**src/rtl/fetch_pkg.sv**
```systemverilog
// rtl/fetch_pkg.sv - shared types and constants for the instruction-fetch front end
package fetch_pkg;

  localparam int XLEN = 32;
  localparam logic [XLEN-1:0] RESET_PC_DEFAULT = 32'h0100_0000;
  localparam logic [XLEN-1:0] INSN_NOP = 32'h0000_0013;

  typedef struct packed {
    logic [XLEN-1:0] pc;
    logic [XLEN-1:0] insn;
  } fetch_entry_t;

  typedef enum logic {
    ST_BOOT = 1'b0,
    ST_RUN  = 1'b1
  } fetch_state_t;

  function automatic logic [XLEN-1:0] word_align(input logic [XLEN-1:0] addr);
    return addr & 32'hFFFF_FFFC;
  endfunction

endpackage

```
**src/rtl/fetch_buffer.sv**
```systemverilog
// rtl/fetch_buffer.sv - two-entry instruction FIFO with flush; head reads zero when empty
module fetch_buffer
  import fetch_pkg::*;
(
  input  logic         clock,
  input  logic         reset,
  input  logic         push,
  input  logic         pop,
  input  logic         flush,
  input  fetch_entry_t push_entry,
  output logic [1:0]   occupancy,
  output logic         head_valid,
  output fetch_entry_t head_entry
);

  fetch_entry_t slot0;
  fetch_entry_t slot1;
  logic [1:0]   count;

  // slot0 is always the head; a pop shifts slot1 forward
  always_ff @(posedge clock or posedge reset) begin
    if (reset) begin
      count <= 2'd0;
      slot0 <= '0;
      slot1 <= '0;
    end else if (flush) begin
      count <= 2'd0;
    end else if (push && pop) begin
      if (count == 2'd2) begin
        slot0 <= slot1;
        slot1 <= push_entry;
      end else begin
        slot0 <= push_entry;
      end
    end else if (push) begin
      if (count == 2'd0) begin
        slot0 <= push_entry;
      end else begin
        slot1 <= push_entry;
      end
      count <= count + 2'd1;
    end else if (pop) begin
      slot0 <= slot1;
      count <= count - 2'd1;
    end
  end

  assign occupancy  = count;
  assign head_valid = (count != 2'd0);
  assign head_entry = head_valid ? slot0 : '0;

endmodule

```
**src/rtl/fetch_stage.sv**
```systemverilog
// rtl/fetch_stage.sv - PC owner, imemory issue/inflight tracking, redirect flush and delivery counter
module fetch_stage
  import fetch_pkg::*;
#(
  parameter logic [31:0] RESET_PC  = RESET_PC_DEFAULT,
  parameter int          BUF_DEPTH = 2
) (
  input  logic        clock,
  input  logic        reset,
  output logic [31:0] imem_address,
  output logic [31:0] imem_read_write,
  output logic [31:0] imem_data_in,
  input  logic [31:0] imem_data_out,
  input  logic        redirect_valid,
  input  logic [31:0] redirect_pc,
  output logic        out_valid,
  input  logic        out_ready,
  output logic [31:0] out_pc,
  output logic [31:0] out_insn,
  output logic [31:0] fetch_count
);

  fetch_state_t state;
  fetch_state_t state_next;

  logic [31:0]  pc;
  logic         inflight;
  logic [31:0]  inflight_pc;
  logic         issue;
  logic         push;
  logic         pop;
  logic [2:0]   level;
  logic [1:0]   occupancy;
  logic         head_valid;
  fetch_entry_t head_entry;
  fetch_entry_t push_entry;

  assign pop  = head_valid && out_ready;
  assign push = inflight && !redirect_valid;

  // Slots committed after this edge: what stays buffered plus what is already on its way
  assign level = {1'b0, occupancy} - {2'b00, pop} + {2'b00, inflight};

  always_ff @(posedge clock or posedge reset) begin
    if (reset) begin
      state <= ST_BOOT;
    end else begin
      state <= state_next;
    end
  end

  always_comb begin
    state_next = state;
    issue      = 1'b0;
    case (state)
      ST_BOOT: state_next = ST_RUN;
      ST_RUN:  issue = !redirect_valid && (level < 3'(BUF_DEPTH));
      default: state_next = ST_BOOT;
    endcase
  end

  always_ff @(posedge clock or posedge reset) begin
    if (reset) begin
      pc          <= RESET_PC;
      inflight    <= 1'b0;
      inflight_pc <= 32'h0;
    end else if (redirect_valid) begin
      pc       <= word_align(redirect_pc);
      inflight <= 1'b0;
    end else begin
      inflight <= issue;
      if (issue) begin
        pc          <= pc + 32'd4;
        inflight_pc <= pc;
      end
    end
  end

  always_ff @(posedge clock or posedge reset) begin
    if (reset) begin
      fetch_count <= 32'h0;
    end else if (pop) begin
      fetch_count <= fetch_count + 32'd1;
    end
  end

  assign push_entry.pc   = inflight_pc;
  assign push_entry.insn = imem_data_out;

  fetch_buffer u_buffer (
    .clock      (clock),
    .reset      (reset),
    .push       (push),
    .pop        (pop),
    .flush      (redirect_valid),
    .push_entry (push_entry),
    .occupancy  (occupancy),
    .head_valid (head_valid),
    .head_entry (head_entry)
  );

  assign imem_address    = pc;
  assign imem_read_write = 32'h0;
  assign imem_data_in    = 32'h0;

  assign out_valid = head_valid;
  assign out_pc    = head_entry.pc;
  assign out_insn  = head_entry.insn;

endmodule
```
**config.mk**
```make
export PLATFORM = sky130hd
export DESIGN_NAME = fetch_stage
export DESIGN_NICKNAME = d
export VERILOG_FILES = /design/src/rtl/fetch_pkg.sv /design/src/rtl/fetch_buffer.sv /design/src/rtl/fetch_stage.sv
export SDC_FILE = /design/constraint.sdc
export NUM_CORES = 1
export LEC_CHECK = 0
export ABC_AREA = 1
export CORE_ASPECT_RATIO = 0.6
export CORE_MARGIN = 4
export CORE_UTILIZATION = 51
export CTS_BUF_LIST = sky130_fd_sc_hd__clkbuf_4 sky130_fd_sc_hd__clkbuf_8 sky130_fd_sc_hd__clkbuf_16
export DETAILED_ROUTE_END_ITERATION = 10
export PLACE_DENSITY = 0.84
export SLEW_MARGIN = 20
export SYNTH_ARGS = -nofsm -noshare
export SYNTH_HDL_FRONTEND = slang
export SYNTH_SLANG_ARGS = --single-unit
export TNS_END_PERCENT = 20
```
**constraint.sdc**
```tcl
create_clock -name clock -period 10 [get_ports clock]
set_input_delay 2 -clock clock [delete_from_list [all_inputs] [get_ports clock]]
set_output_delay 2 -clock clock [all_outputs]
set_load 0.02 [all_outputs]
```
Word level (Yosys, flattened, before mapping). Index checks and enable logic that the tools add are counted.

Output and inout bits: 193. Register bits: 228. Logic and storage cells: 56. Input port bits: 68.

$add $sub $neg: 6. Eq/ne operators: 5. Reduce and logical (&&, ||, !) cells: 15. Order comparisons: 1. Muxes and demuxes: 18. Bitwise operators: 1.

Operators with widths (number): 64-bit 2-to-1 mux (10); 32-bit 2-to-1 mux (2); 32-bit by 1-bit adder with 32-bit output (second input constant) (1); 32-bit by 3-bit adder with 32-bit output (second input constant) (1); 2-bit 2-to-1 mux (4); 2-bit nonzero test (3); 3-bit nonzero test (2); 1-bit logical AND (4); 2-bit inequality test (second input constant) (2); 2-bit AND reduction (2); 4-bit AND reduction (1); 3-bit by 1-bit adder with 3-bit output (1); 3-bit by 2-bit less-than comparator with 1-bit output (second input constant) (1); 3-bit inequality test (second input constant) (1); 3-bit AND reduction (1); 2-bit by 1-bit subtractor with 3-bit output (1); 2-bit by 1-bit adder with 2-bit output (second input constant) (1); 2-bit == test (second input constant) (1); 2-bit logical NOT (1); 1-bit 2-to-1 mux (2); 2-bit by 1-bit inequality test with 1-bit output (second input constant) (1); 2-bit by 1-bit subtractor with 2-bit output (second input constant) (1); 1-bit logical NOT (1); 1-bit inverter (1).

Longest topological paths before layout.
Word-level depth: 9. Depth in mapped cells: 13. Depth with buffers taken out: 12.

Cells and area by module. A second synthesis with hierarchy kept.

Cells, all modules: 1712. Area, all modules: 12510.7 µm².

Modules (own cells, without submodules): fetch_buffer (area an instance 6770.2 µm², times used 1, cells an instance 932); fetch_stage (area an instance 5740.5 µm², times used 1, cells an instance 780).

Least setup slack after synthesis. Ideal clock, no wire load.

Path type: input-to-reg. Start: input port out_ready. End: register pc[7] (netlist: imem_address[7]). Arrival time: 3.524 ns. Library setup time: 0.130 ns. Stages: 11. Path slack: 6.346 ns. Cells stage by stage: nand3_1 o21ai_0 nand2_1 fa_1 nand2_1 nor2_1 nand2_1 buf_2 buf_2 o211ai_1 nand3_1.

Word-level cells in the longest chain between the ends: 7.

RTL lines: start: declaration (line fetch_stage.sv:17) `input logic out_ready,`; 1-bit logical AND (line fetch_stage.sv:38) `assign pop = head_valid && out_ready;`; 2-bit by 1-bit subtractor with 3-bit output (line fetch_stage.sv:42) `assign level = {1'b0, occupancy} - {2'b00, pop} + {2'b00, inflight};`; 3-bit by 1-bit adder with 3-bit output (line fetch_stage.sv:42); 3-bit by 2-bit less-than comparator with 1-bit output (line fetch_stage.sv:57) `ST_RUN: issue = !redirect_valid && (level < 3'(BUF_DEPTH));`; 1-bit logical AND (line fetch_stage.sv:57); 1-bit 2-to-1 mux (line fetch_stage.sv:55) `case (state)`; 2-bit nonzero test (no line); end signal: assignment (line fetch_stage.sv:68) `pc <= word_align(redirect_pc);`; end signal: assignment (line fetch_stage.sv:73) `pc <= pc + 32'd4;`; end: declaration (line fetch_stage.sv:26) `logic [31:0] pc;`.

No other way between the ends. A chain may end at the register's enable or synchronous reset.

Worst setup path after layout.
Start: input port out_ready. End: register pc[18] (netlist: imem_address[18]).

The elaborated chain is that of the path after synthesis.

==> reports/results.tsv <==
metric	value	unit
Hold WS	484	ps
largest area contributor in the netlist	dfrtp_1	
vias in the first global route	9192	
initial antenna violation count	0	
Slew Limit Fails	0	
first-pass GRT wire length	47.2	mm
Clock Tree Buf Depth	3	
Reg area	5510	sq um
area of the core	22000	sq um
Die Ht	124	um
DP Area	13200	sq um
Avg Cell Area, Syn	7.55	sq um
number of DRC markers in iteration 0	1012	
leakage power	0.00653	uW
Post-CTS Resized	0	
Netlist Area Pre-Place	11400	sq um
vias after detailed routing	9997	
worst reg2reg path depth	13	
worst-path fanout max	77	
critical setup path kind	in2reg	
CP Capture Type	register	
Num CTS Buffers	22	
fin crit share	0.494	
initial core utilization	0.518	
largest family of logic cells by synthesized area	simple AND/OR/NAND/NOR gates	
Worst EP arrival	5370	ps
final hold vios	0	
Fin Setup TNS	0	ps
max cap viols	0	
mux contribution to synthesized area	0	
Synth area leaders	dfrtp_1, nand2_1, o21ai_0	
Worst-Margin Slew	952	ps
R2R Path End	imem_address[18]$_DFFE_PP0P_	
post-synthesis compound-gate area fraction	0.113	
Seq cells post-synth	220	
CTS tree	yes	
router iterations before antenna repair	6	
CP Launch Point	out_ready	
Reg clk slew, reported paths	60	ps
post-layout net count	1738	
yosys warns	0	
Netlist cell types	34	
IO Pins	261	
clock root cell	clkbuf_16	
# DRC	0	
Hold-fix buffers, CTS	0	
most frequent cell after synthesis	nand2_1	
clk sinks	220	
status	complete, no violations	
Max Clk Rate	202	MHz
post-layout min period	4940	ps
FP Rows	42	
Critical R2R Launch	u_buffer.occupancy[0]$_DFFE_PP0P_	
multi-input combinational cell area	4580	sq um
sequential area share after synthesis	0.483	
adder-cell area share of the yosys netlist	0.00395	
ratio of cells with drive above 1 in the final layout	0.0364	
final wirelength	29.1	mm
GRT Total Usage	0.228	
Synth Area in XOR/XNOR	0.0161	
worst hold path type	reg2reg	
dpl hpwl	20.1	mm
FF-to-FF setup slack	6580	ps
Hold Crit Endpoint	u_buffer.slot1[0]$_DFFE_PP0P_	
Syn-to-layout area delta	21.8	%
wire length per cell	14.8	um
startpoint types	primary input	
cell area power density	252	nW/um^2
Port Buffers	190	
Die Area	24900	sq um
Synth top cells by count	nand2_1, dfrtp_1, inv_1	
largest net degree at the start of global routing	148	
drt via density	5.09	
Slew HR	0.365	
H-tree depth	1	
asr flop ratio synth	1.00	
unrepaired setup endpoints after global routing	no	
design area	13900	sq um
Mapped Cells	1511	
gpl congestion	0.920	
min-delay src	u_buffer.slot1[0]$_DFFE_PP0P_	
Primary FF master, synth	dfrtp_1	
post-synthesis simple-gate area fraction	0.242	
Post-CTS Setup Inserts	0	
fin util	0.631	
Chip Width	201	um
Final ANT Viol Nets	0	
# fillers	1880	
clk_skew	8.11	ps
diode count	0	
Max VDD drop	0.104	mV
Post-synth EDFFs	0	
Overflow after GRT	0	
hold path depth	2	
final number of setup-violating endpoints	0	
CP Data Required Time	10430	ps
clock latency at the later pin of the worst-skew pair	490	ps
post-synth top area share	0.480	
through the flow:
stage	std cells	power [uW]	setup slack, ps
final	1964	3500	5060
after global routing	1964	3750	4770
after CTS	1964	3520	5240
after detailed placement	1929	2680	4720
after global placement	1929	2630	4770
after floorplan	1578	2220	1980
flip-flops by register name (all words and copies together), names as in the netlist:
register,count
fetch_count,32
u_buffer.occupancy,2
state,1
inflight_pc,30
inflight,1
u_buffer.slot1,62
u_buffer.slot0,62
imem_address,30
metal layers:
layer  up-vias  wire length, um  GRT usage
met4         0              351     0.0357
met3        35             2340     0.0419
met1      4708            14100      0.364
met5         -                0          0
met2       373            12300      0.328
li1       4881                -          -
where the power goes:
part	switching, uW	internal [uW]
logic	812	491
clock network	335	483
registers	185	1200
total	1330	2170
how the worst max path moves through the flow:
stage / slack [ps] / cells past startpoint / endpoint
global route: 4770 / 13 / imem_address[20]$_DFFE_PP0P_
global placement: 4770 / 13 / imem_address[20]$_DFFE_PP0P_
detailed placement: 4720 / 13 / imem_address[18]$_DFFE_PP0P_
floorplan: 1980 / 1 / fetch_count[0]$_DFFE_PP0P_
CTS: 5240 / 13 / imem_address[18]$_DFFE_PP0P_
finish: 5060 / 13 / imem_address[18]$_DFFE_PP0P_
cells by family (layout without fill, tap and decap cells):
family	count (synthesis)	in the layout
AOI/OAI and AO/OA	249	249
xor gates and xnor gates	21	21
adders and majority gates	3	3
buffers and inverters	338	438
DFF	220	220
other	2	69
and+or+nand+nor	678	678
placed cells by master, fill, tap and decap left out, drive strengths merged, types with 2 or more instances in the layout:
cell and n:
nand2 415, o21ai 223, dfrtp 219, inv 205, clkdlybuf4s50 190, nor2 155, nand3 74, conb 69
clkbuf 31, nand4 16, a21oi 12, xnor2 11, xor2 10, o211ai 10, nand3b 9, nor3 8
buf 7, o21bai 3, clkinv 3, ha 2
final cells by class:
type                       instances  share of cell area
tap                              286              0.0257
clock inverter                     4             0.00342
sequential                       220               0.396
inverter                         206              0.0565
clock buffer                      31              0.0475
multi-input combinational       1020               0.330
timing repair buffer             197               0.141
worst max-delay path, cell delays in order:
cell             delay, ps
clkdlybuf4s50_1        570
nand3_1                250
o21ai_0                150
nand2_1                 90
fa_1                   430
nand2_1                 70
nor2_1                  50
nand2_2                 80
buf_4                  550
nand2_1                570
inv_1                  350
nand2_1                100
nand4_1                 90
No activity file was read; power rests on OpenSTA's default activity.
